$ cat config.mk
export PLATFORM = sky130hd
export DESIGN_NAME = vga_plot_arbiter_flat
export DESIGN_NICKNAME = d
export VERILOG_FILES = /design/src/rtl/vga_pkg.sv /design/src/rtl/vga_plot_arbiter_if.sv /design/src/rtl/rr_arbiter2.sv /design/src/rtl/vga_plot_arbiter.sv /design/src/flat_wrapper.sv
export SDC_FILE = /design/constraint.sdc
export NUM_CORES = 1
export LEC_CHECK = 0
export BUFFER_PORTS_ARGS = -buffer_cell sky130_fd_sc_hd__buf_2
export CORE_MARGIN = 2
export CORE_UTILIZATION = 50
export DETAILED_ROUTE_END_ITERATION = 8
export HOLD_SLACK_MARGIN = 0.12
export PLACE_DENSITY_LB_ADDON = 0.05
export SYNTH_ARGS = -nofsm -noshare
export SYNTH_HDL_FRONTEND = slang
export SYNTH_SLANG_ARGS = --single-unit
$ cat constraint.sdc
create_clock -name clk -period 4.7 [get_ports clk]
set_input_delay 0.94 -clock clk [delete_from_list [all_inputs] [get_ports clk]]
set_output_delay 0.94 -clock clk [all_outputs]
set_load 0.02 [all_outputs]
$ cat src/rtl/vga_pkg.sv
// Shared types and screen constants for the VGA plot arbiter.
// Holds owner_t, pixel_t and the visible screen size.
package vga_pkg;

  typedef enum logic [1:0] {
    IDLE  = 2'b00,
    LOCK0 = 2'b01,
    LOCK1 = 2'b10
  } owner_t;

  typedef struct packed {
    logic [7:0] x;
    logic [6:0] y;
    logic [2:0] colour;
  } pixel_t;

  localparam int SCREEN_W = 160;
  localparam int SCREEN_H = 120;

  function automatic logic off_screen(
    input pixel_t p,
    input int     w,
    input int     h
  );
    return (int'(p.x) >= w) || (int'(p.y) >= h);
  endfunction

endpackage

$ cat src/rtl/vga_plot_arbiter_if.sv
// Per-pixel request/grant bundle from one drawing engine.
// master: engine side (req, pixel, lock out; gnt in). slave: arbiter side.
interface vga_plot_arbiter_if;

  logic       req;
  logic [7:0] x;
  logic [6:0] y;
  logic [2:0] colour;
  logic       lock;
  logic       gnt;

  modport master (
    output req,
    output x,
    output y,
    output colour,
    output lock,
    input  gnt
  );

  modport slave (
    input  req,
    input  x,
    input  y,
    input  colour,
    input  lock,
    output gnt
  );

endinterface

$ cat src/rtl/rr_arbiter2.sv
// Two-way round-robin grant with an internal priority pointer.
// Ports: clk, rst_n, en (gate), req[1:0] in; gnt[1:0] combinational out.
module rr_arbiter2 (
  input  logic       clk,
  input  logic       rst_n,
  input  logic       en,
  input  logic [1:0] req,
  output logic [1:0] gnt
);

  logic prio;

  always_comb begin
    gnt = 2'b00;
    if (en) begin
      unique case (1'b1)
        req[0] && (!req[1] || !prio): gnt = 2'b01;
        req[1] && (!req[0] ||  prio): gnt = 2'b10;
        default:                      gnt = 2'b00;
      endcase
    end
  end

  // After a grant the other side becomes favoured.
  always_ff @(posedge clk or negedge rst_n) begin
    if (!rst_n) begin
      prio <= 1'b0;
    end else if (|gnt) begin
      prio <= gnt[0];
    end
  end

endmodule

$ cat src/rtl/vga_plot_arbiter.sv
// Shares the VGA plot port between two engines with burst locking and clipping.
// Ports: clk, rst_n, rq0/rq1 (slave), registered vga_* outputs, owner, clip_count.
module vga_plot_arbiter
  import vga_pkg::*;
#(
  parameter int SCREEN_W = vga_pkg::SCREEN_W,
  parameter int SCREEN_H = vga_pkg::SCREEN_H,
  parameter int CNT_W    = 16
) (
  input  logic                 clk,
  input  logic                 rst_n,
  vga_plot_arbiter_if.slave    rq0,
  vga_plot_arbiter_if.slave    rq1,
  output logic [7:0]           vga_x,
  output logic [6:0]           vga_y,
  output logic [2:0]           vga_colour,
  output logic                 vga_plot,
  output logic [1:0]           owner,
  output logic [CNT_W-1:0]     clip_count
);

  localparam logic [1:0] S_IDLE  = IDLE;
  localparam logic [1:0] S_LOCK0 = LOCK0;
  localparam logic [1:0] S_LOCK1 = LOCK1;

  logic [1:0] state;
  logic [1:0] state_nx;
  logic [1:0] req_m;
  logic [1:0] gnt;
  pixel_t     pix;
  logic       clip;

  assign owner = state;

  // A locked owner hides the other requester from the arbiter.
  assign req_m[0] = rq0.req && (state != S_LOCK1);
  assign req_m[1] = rq1.req && (state != S_LOCK0);

  rr_arbiter2 u_rr (
    .clk   (clk),
    .rst_n (rst_n),
    .en    (rst_n),
    .req   (req_m),
    .gnt   (gnt)
  );

  assign rq0.gnt = gnt[0];
  assign rq1.gnt = gnt[1];

  always_comb begin
    pix = '0;
    if (gnt[1]) begin
      pix.x      = rq1.x;
      pix.y      = rq1.y;
      pix.colour = rq1.colour;
    end else begin
      pix.x      = rq0.x;
      pix.y      = rq0.y;
      pix.colour = rq0.colour;
    end
  end

  assign clip = off_screen(pix, SCREEN_W, SCREEN_H);

  always_comb begin
    state_nx = state;
    case (state)
      S_IDLE: begin
        if (gnt[0] && rq0.lock) begin
          state_nx = S_LOCK0;
        end else if (gnt[1] && rq1.lock) begin
          state_nx = S_LOCK1;
        end
      end
      S_LOCK0: if (!rq0.lock) state_nx = S_IDLE;
      S_LOCK1: if (!rq1.lock) state_nx = S_IDLE;
      default: state_nx = S_IDLE;
    endcase
  end

  always_ff @(posedge clk or negedge rst_n) begin
    if (!rst_n) begin
      state <= S_IDLE;
    end else begin
      state <= state_nx;
    end
  end

  // Clipped pixels are acknowledged but leave the output untouched.
  always_ff @(posedge clk or negedge rst_n) begin
    if (!rst_n) begin
      vga_x      <= '0;
      vga_y      <= '0;
      vga_colour <= '0;
      vga_plot   <= 1'b0;
      clip_count <= '0;
    end else begin
      vga_plot <= 1'b0;
      if (|gnt) begin
        if (clip) begin
          if (clip_count != '1) begin
            clip_count <= clip_count + CNT_W'(1);
          end
        end else begin
          vga_x      <= pix.x;
          vga_y      <= pix.y;
          vga_colour <= pix.colour;
          vga_plot   <= 1'b1;
        end
      end
    end
  end

endmodule

$ cat src/flat_wrapper.sv
// flat-port wrapper written by rule: the top's interface ports become plain ports
module vga_plot_arbiter_flat import vga_pkg::*;
#(
  parameter int SCREEN_W = vga_pkg::SCREEN_W,
  parameter int SCREEN_H = vga_pkg::SCREEN_H,
  parameter int CNT_W    = 16
)
  (clk, rst_n, vga_x, vga_y, vga_colour, vga_plot, owner, clip_count, rq0_req, rq0_x, rq0_y, rq0_colour, rq0_lock, rq0_gnt, rq1_req, rq1_x, rq1_y, rq1_colour, rq1_lock, rq1_gnt);
  vga_plot_arbiter_if rq0_i ();
  vga_plot_arbiter_if rq1_i ();
  input  logic clk;
  input  logic rst_n;
  output logic [7:0] vga_x;
  output logic [6:0] vga_y;
  output logic [2:0] vga_colour;
  output logic vga_plot;
  output logic [1:0] owner;
  output logic [CNT_W-1:0] clip_count;
  input wire logic [$bits(rq0_i.req)-1:0] rq0_req;
  input wire logic [$bits(rq0_i.x)-1:0] rq0_x;
  input wire logic [$bits(rq0_i.y)-1:0] rq0_y;
  input wire logic [$bits(rq0_i.colour)-1:0] rq0_colour;
  input wire logic [$bits(rq0_i.lock)-1:0] rq0_lock;
  output wire logic [$bits(rq0_i.gnt)-1:0] rq0_gnt;
  input wire logic [$bits(rq1_i.req)-1:0] rq1_req;
  input wire logic [$bits(rq1_i.x)-1:0] rq1_x;
  input wire logic [$bits(rq1_i.y)-1:0] rq1_y;
  input wire logic [$bits(rq1_i.colour)-1:0] rq1_colour;
  input wire logic [$bits(rq1_i.lock)-1:0] rq1_lock;
  output wire logic [$bits(rq1_i.gnt)-1:0] rq1_gnt;
  assign rq0_i.req = rq0_req;
  assign rq0_i.x = rq0_x;
  assign rq0_i.y = rq0_y;
  assign rq0_i.colour = rq0_colour;
  assign rq0_i.lock = rq0_lock;
  assign rq0_gnt = rq0_i.gnt;
  assign rq1_i.req = rq1_req;
  assign rq1_i.x = rq1_x;
  assign rq1_i.y = rq1_y;
  assign rq1_i.colour = rq1_colour;
  assign rq1_i.lock = rq1_lock;
  assign rq1_gnt = rq1_i.gnt;
  vga_plot_arbiter #(.SCREEN_W(SCREEN_W), .SCREEN_H(SCREEN_H), .CNT_W(CNT_W)) u_core (.clk(clk), .rst_n(rst_n), .rq0(rq0_i), .rq1(rq1_i), .vga_x(vga_x), .vga_y(vga_y), .vga_colour(vga_colour), .vga_plot(vga_plot), .owner(owner), .clip_count(clip_count));
endmodule
==> results of run 1 <==
## power by group
part | leakage (nW) | switching [mW] | total (mW) | internal [mW]
Combinational | 0.699 | 0.213 | 0.344 | 0.130
Sequential | 0.484 | 0.0580 | 0.465 | 0.407
Clock | 0.0383 | 0.0997 | 0.202 | 0.102
Total | 1.22 | 0.371 | 1.01 | 0.639
## worst reg2reg max path: stages (launching register included)
cell      delay (ns)
dfrtp_1         0.41
nand2b_1        0.20
a21boi_4        0.17
o211a_1         0.27
nor4_2          0.83
mux2_2          0.42
## routing by layer
| layer | wire length (um) | up-vias | GRT usage (%) |
|---|---|---|---|
| li1 | - | 796 | - |
| met1 | 1720 | 728 | 23.6 |
| met2 | 1900 | 47 | 34.7 |
| met3 | 251 | 7 | 5.21 |
| met4 | 48 | 0 | 6.38 |
| met5 | 0 | - | 0 |
## Yosys cell counts (all sizes together) (3+ instances only)
cell type  count
a21oi          3
nand2         32
xnor2         10
dfrtp         38
xor2           4
buf            3
inv            5
nand4          7
clkbuf         3
nor2          11
o21ai         20
mux2i         18
nand3          5
nor4           3
## sequential cells by signal (all words and copies together), names as in the netlist
register / count
u_core.clip_count: 16
u_core.vga_x: 8
u_core.vga_y: 7
u_core.vga_colour: 3
u_core.owner: 2
u_core.u_rr.prio: 1
u_core.vga_plot: 1
## cells in the final DEF, fill, tap and decap left out, drive strengths merged
cell type / Yosys / final
nor2: 11 / 11
a21boi: 1 / 1
o21ai: 20 / 20
xor2: 4 / 4
or4: 1 / 1
or3: 1 / 1
nand3: 5 / 5
buf: 3 / 83
dfrtp: 38 / 38
or2b: 2 / 2
nand2b: 2 / 2
o211a: 2 / 2
clkbuf: 3 / 7
mux2: 1 / 1
and2b: 1 / 1
nor3b: 1 / 1
o211ai: 1 / 1
a41oi: 1 / 1
nand2: 32 / 32
mux2i: 18 / 18
nor2b: 1 / 1
nor4: 3 / 3
and3: 1 / 1
ha: 1 / 1
inv: 5 / 5
nor3: 1 / 1
a31oi: 1 / 1
a21o: 1 / 1
a21oi: 3 / 3
nand4: 7 / 7
xnor2: 10 / 10
## cell families after synthesis
family | count (synthesis) | share of synthesized area (%)
fa+ha+maj | 1 | 0.675
mux | 19 | 10.3
compound gates | 30 | 10.1
flops | 38 | 51.3
xor+xnor | 14 | 6.61
simple gates | 69 | 18.6
buf+inv | 11 | 2.36
## worst paths after layout
path | startpoint | to | slack [ns] | depth (start not counted)
setup reg to reg | u_core.owner[0]$_DFFE_PN0P_ | u_core.clip_count[1]$_DFFE_PN0P_ | 2.30 | 5
max in group asynchronous | rst_n | u_core.clip_count[11]$_DFFE_PN0P_ | 3.45 | 2
min in group asynchronous | rst_n | u_core.vga_y[1]$_DFFE_PN0P_ | 0.61 | 1
hold reg to reg | u_core.vga_y[6]$_DFFE_PN0P_ | u_core.vga_y[6]$_DFFE_PN0P_ | 0.48 | 2
setup / recovery | rst_n | u_core.clip_count[1]$_DFFE_PN0P_ | 1.77 | 5
hold / removal | u_core.vga_y[6]$_DFFE_PN0P_ | u_core.vga_y[6]$_DFFE_PN0P_ | 0.48 | 2
## stage by stage
step                utilization [%]  worst slack, ns  cells
floorplan                         -             2.13    182
global placement               64.2             1.42    307
detailed placement             64.2             1.43    307
CTS                            66.3             1.72    314
global route                   66.3             1.50    314
finish                         66.3             1.77    314
## final cells by class
class,instances,area [um^2]
multi-input combinational,133,862
sequential,38,951
tap,48,60.1
inverter,5,18.8
timing repair buffer,83,423
fill,345,1210
clock buffer,7,76.3
==> results.yml, run 1 <==
status:
  outcome: "completed"
sta:
  hold_violations: 0
  fmax_ghz: 0.341
  skew_ns: 0.00253
  period_share_pct: 62.3
  whs_ns: 0.480
  grt_setup_unrepaired: "false"
  slew_violations: 0
  min_period_ns: 2.93
  finalSetupTns_ns: 0
  setup_violations: 0
  maxSlewHeadroom_pct: 36.9
  worst-slew-pin-transition_ns: 0.938
synthesis:
  yosysTopAreaCellShare_pct: 51.3
  synth_top_area_cell: "dfrtp_1"
  synth_top_cells_by_area: "dfrtp_1, mux2i_1, nand2_1, o21ai_0, xnor2_1"
  ys_seq_elements: 38
  synth_area_mm2: 0.00185
  synth_edf_count: 0
  synth_area_per_cell_um2: 10.2
  yosysSeqAreaShare_pct: 51.3
  synth.net_count: 225
  yosysUniqueCellTypes: 35
  yosysWarnings: 0
  async_flop_share_pct: 100
  synthFlopType: "dfrtp_1"
  synthCells: 182
route:
  drt_pass1_iterations: 4
  first_iter_violations: 122
  drcViolationCount: 0
  ant_nets: 0
  wl_per_cell_um: 12.5
  viasPerCell: 5.03
  drt-total-wl_um: 3910
  via_count: 1578
critical_path:
  critPathBufInv: 1
  cp_slowest_cell: "nor4_2"
  cp_slowest_stage_delay_ns: 0.83
  crit_chain: "buf_2 -> nand2_1 -> o211a_1 -> nor4_2 -> mux2_2"
  cp_top_family: "simple AND/OR/NAND/NOR gates"
  crit_type: "primary input to flip-flop"
  crit_path_max_fanout: 24
  end_kind: "flip-flop"
  start_kind: "primary input"
  arrival_ns: 3.10
  required_ns: 4.87
die:
  die_area_mm2: 0.00421
  row_count: 22
  coreArea_mm2: 0.00361
  die_width_um: 64.9
  fp.dieH_um: 64.9
  ios: 81
  initial_core_util_pct: 51.4
cells_and_area:
  nNetsFinal: 309
  area_growth_pct: 28.9
  num_antenna_cells: 0
  fin_area_mm2: 0.00239
  drive_above_1_share_pct: 37.2
global_routing:
  grt_max_degree: 38
  first_global_vias: 1455
  grt_first_pass_wirelength_um: 6370
  grt_remaining_overflow: 0
  antenna_found_initial: 0
  grtUsageTotal_pct: 19.8
place:
  placed_cell_area_mm2: 0.00231
  portBuffers: 80
  gp_congestion: 0.791
  dp.final_hpwl_um: 3000
clock_tree:
  cts_setup_buffers: 0
  cts_tree: "built"
  holdBufCountCts: 0
  cts-resized-gates: 0
  numCtsBuffers: 5
  cts_root_buffer: "clkbuf_8"
  clock_sinks: 38
  cts.path.max_buffers: 2
  cts.clk_slew.worst_paths_ns: 0.06
  clkLatencyLatePin_ns: 0.28
  htreeDepth: 2
run:
  cap_violations: 0
power:
  power_mw: 1.01
  power.density_mw_per_mm2: 422
  peakVddDrop_mv: 0.291
  leakagePower_nw: 1.22
worst_hold_path:
  min_path_type: "flip-flop to flip-flop"
Note: power is estimated with default switching activity, not from simulation.
==> run 2: changes to the inputs <==
--- a/config.mk
+++ b/config.mk
@@ -5,9 +5,10 @@
 export SDC_FILE = /design/constraint.sdc
 export NUM_CORES = 1
 export LEC_CHECK = 0
+export ABC_AREA = 1
 export BUFFER_PORTS_ARGS = -buffer_cell sky130_fd_sc_hd__buf_2
 export CORE_MARGIN = 2
-export CORE_UTILIZATION = 50
+export CORE_UTILIZATION = 51
 export DETAILED_ROUTE_END_ITERATION = 8
 export HOLD_SLACK_MARGIN = 0.12
 export PLACE_DENSITY_LB_ADDON = 0.05
==> constraint.sdc (replaced) <==
create_clock -name clk -period 3.07 [get_ports clk]
set_input_delay 0.614 -clock clk [delete_from_list [all_inputs] [get_ports clk]]
set_output_delay 0.614 -clock clk [all_outputs]
set_load 0.02 [all_outputs]
==> run 2 against run 1 <==
Effect of this change: die area up 25%; final cell count rose by 43%; register-to-register slack worse by 1.4 ns; highest routed layer unchanged; critical path type is now flip-flop to output pin; wire length is 36% higher; cell area increased by 20%; critical path depth is 3 higher; largest cell class is now multi-input gates; via count grew 40%; non-clock buffer count increased by 1.
==> results.yml, run 2 <==
status:
  outcome: "completed"
synthesis:
  async_flop_share_pct: 100
  yosysTopAreaCellShare_pct: 39.7
  synth_edf_count: 0
  yosysWarnings: 0
  synthTopCellsByCount: "nand2_1, dfrtp_1, inv_1, nand3_1, nand2_2"
  synth.net_count: 361
  synth_area_mm2: 0.00239
  synth_top_area_cell: "dfrtp_1"
  synth_top_cells_by_area: "dfrtp_1, nand2_1, nand2_2, inv_1, nand3_1"
  synth_area_per_cell_um2: 7.52
  synthCells: 318
  ys_seq_elements: 38
  yosysSeqAreaShare_pct: 39.7
  yosysUniqueCellTypes: 26
  synthFlopType: "dfrtp_1"
  synth_most_common_cell: "nand2_1"
clock_tree:
  cts_root_buffer: "clkbuf_8"
  cts-resized-gates: 0
  clkLatencyLatePin_ns: 0.29
  cts.clk_slew.worst_paths_ns: 0.08
  cts.path.max_buffers: 2
  cts_tree: "built"
  numCtsBuffers: 5
  htreeDepth: 2
  clock_sinks: 38
  cts_setup_buffers: 0
  holdBufCountCts: 0
cells_and_area:
  fin_area_mm2: 0.00288
  final_common_cell: "nand2_1"
  nNetsFinal: 438
  num_antenna_cells: 0
  fill_cells: 422
  largest_reg_flops: 16
  drive_above_1_share_pct: 31.8
  register_area_um2: 951
  area_growth_pct: 20.3
  regMostFlops: "u_core.clip_count"
  most-common-layout-cells: "nand2_1, buf_2, dfrtp_1"
  multi_input_area_mm2: 0.00121
  reg_top3: "u_core.clip_count: 16 flops, u_core.vga_x: 8 flops, u_core.vga_y: 7 flops"
die:
  die_width_um: 72.5
  ios: 81
  row_count: 24
  initial_core_util_pct: 53.8
  die_area_mm2: 0.00525
  fp.dieH_um: 72.5
  coreArea_mm2: 0.00444
critical_path:
  start_kind: "flip-flop"
  crit_chain: "inv_2 -> nand2_2 -> nand2_4 -> nor2_8 -> nand2_4 -> inv_1 -> buf_4 -> buf_2"
  crit_top_cell: "nand2_4"
  crit_path_max_fanout: 21
  cp_slowest_cell: "dfrtp_1"
  required_ns: 2.46
  crit_type: "flip-flop to output pin"
  critPathBufInv: 4
  cp_slowest_stage_delay_ns: 0.44
  arrival_ns: 1.71
  end_kind: "output pin"
  cp_top_family: "buffers and inverters"
sta:
  period_share_pct: 75.6
  slew_violations: 0
  hold_violations: 0
  worst-slew-pin-transition_ns: 0.579
  maxSlewHeadroom_pct: 61.0
  fmax_ghz: 0.431
  skew_ns: 0.00569
  grt_setup_unrepaired: "false"
  min_period_ns: 2.32
  finalSetupTns_ns: 0
  setup_violations: 0
global_routing:
  first_global_vias: 2197
  grt_first_pass_wirelength_um: 9200
  antenna_found_initial: 0
  grtUsageTotal_pct: 21.9
  grt_remaining_overflow: 0
  grt_max_degree: 39
power:
  peakVddDrop_mv: 0.287
  power_mw: 1.74
  power.density_mw_per_mm2: 604
  leakagePower_nw: 1.68
route:
  viasPerCell: 4.95
  ant_nets: 0
  via_count: 2216
  first_iter_violations: 152
  drt_pass1_iterations: 4
  wl_per_cell_um: 11.9
  drcViolationCount: 0
  drt-total-wl_um: 5320
run:
  cap_violations: 0
place:
  placed_cell_area_mm2: 0.00278
  portBuffers: 80
  gp_congestion: 0.831
  dp.final_hpwl_um: 4040
worst_hold_path:
  min_path_type: "primary input to asynchronous set/reset pin"
## run 2: changes by cell type after synthesis, sizes merged, moves of 5 or more
cell    previous run  this run
nand3              5        27
inv                5        35
buf                3        12
mux2i             18         0
nand2             32       138
xor2               4        11
xnor2             10         3
o21ai             20         4
nand4              7        19
nand3b             0         5
nor3               1         6
## run 2: area by class of cell
cell class,instances,area share (%)
clock buffers,6,2.87
clock inverters,2,0.435
inverters,35,4.56
multi-input cells,231,41.9
flip-flops and latches,38,33.0
well taps,52,2.26
repair buffers,84,15.0
## run 2: metrics by stage
| stage | std cells | utilization, % | setup WS, ns | hold WS (ns) |
|---|---|---|---|---|
| floorplan | 318 | - | 1.06 | 0.318 |
| global placement | 440 | 62.6 | 0.680 | 0.454 |
| detailed placement | 440 | 62.6 | 0.609 | 0.455 |
| CTS | 448 | 64.8 | 0.725 | 0.437 |
| global route | 448 | 64.8 | 0.582 | 0.459 |
| finish | 448 | 64.8 | 0.748 | 0.423 |
## run 2: cells by family after synthesis
| logic type | synth area share (%) |
|---|---|
| AO/OA/AOI/OAI | 1.78 |
| XOR/XNOR | 5.13 |
| adder cells (fa/ha/maj) | 0.523 |
| buffers and inverters | 9.83 |
| flip-flops | 39.7 |
| AND/OR/NAND/NOR | 43.0 |
## run 2: metal layers
metal | track usage (%) | part of all wire (%)
met3 | 4.44 | 4.5
met1 | 28.0 | 47
met5 | 0 | 0
met4 | 7.41 | 0.56
met2 | 37.0 | 48
## run 2: final timing paths
| path | start | to | slack, ns | depth (start not counted) |
|---|---|---|---|---|
| max in group asynchronous | rst_n | u_core.clip_count[15]$_DFFE_PN0P_ | 2.30 | 2 |
| worst min register to register | u_core.vga_x[4]$_DFFE_PN0P_ | u_core.vga_x[4]$_DFFE_PN0P_ | 0.47 | 2 |
| worst max register to register | u_core.owner[1]$_DFFE_PN0P_ | u_core.clip_count[14]$_DFFE_PN0P_ | 0.86 | 13 |
| worst min-delay path | rst_n | u_core.vga_y[4]$_DFFE_PN0P_ | 0.42 | 2 |
| min in group clk | u_core.vga_x[4]$_DFFE_PN0P_ | u_core.vga_x[4]$_DFFE_PN0P_ | 0.47 | 2 |
| worst max-delay path | u_core.owner[1]$_DFFE_PN0P_ | rq1_gnt | 0.75 | 8 |
## run 2: power by group
part	internal [mW]	switching [mW]	leakage (nW)
sequential	0.623	0.0961	0.495
clock	0.181	0.181	0.0472
combinational	0.225	0.433	1.13
total	1.03	0.710	1.68
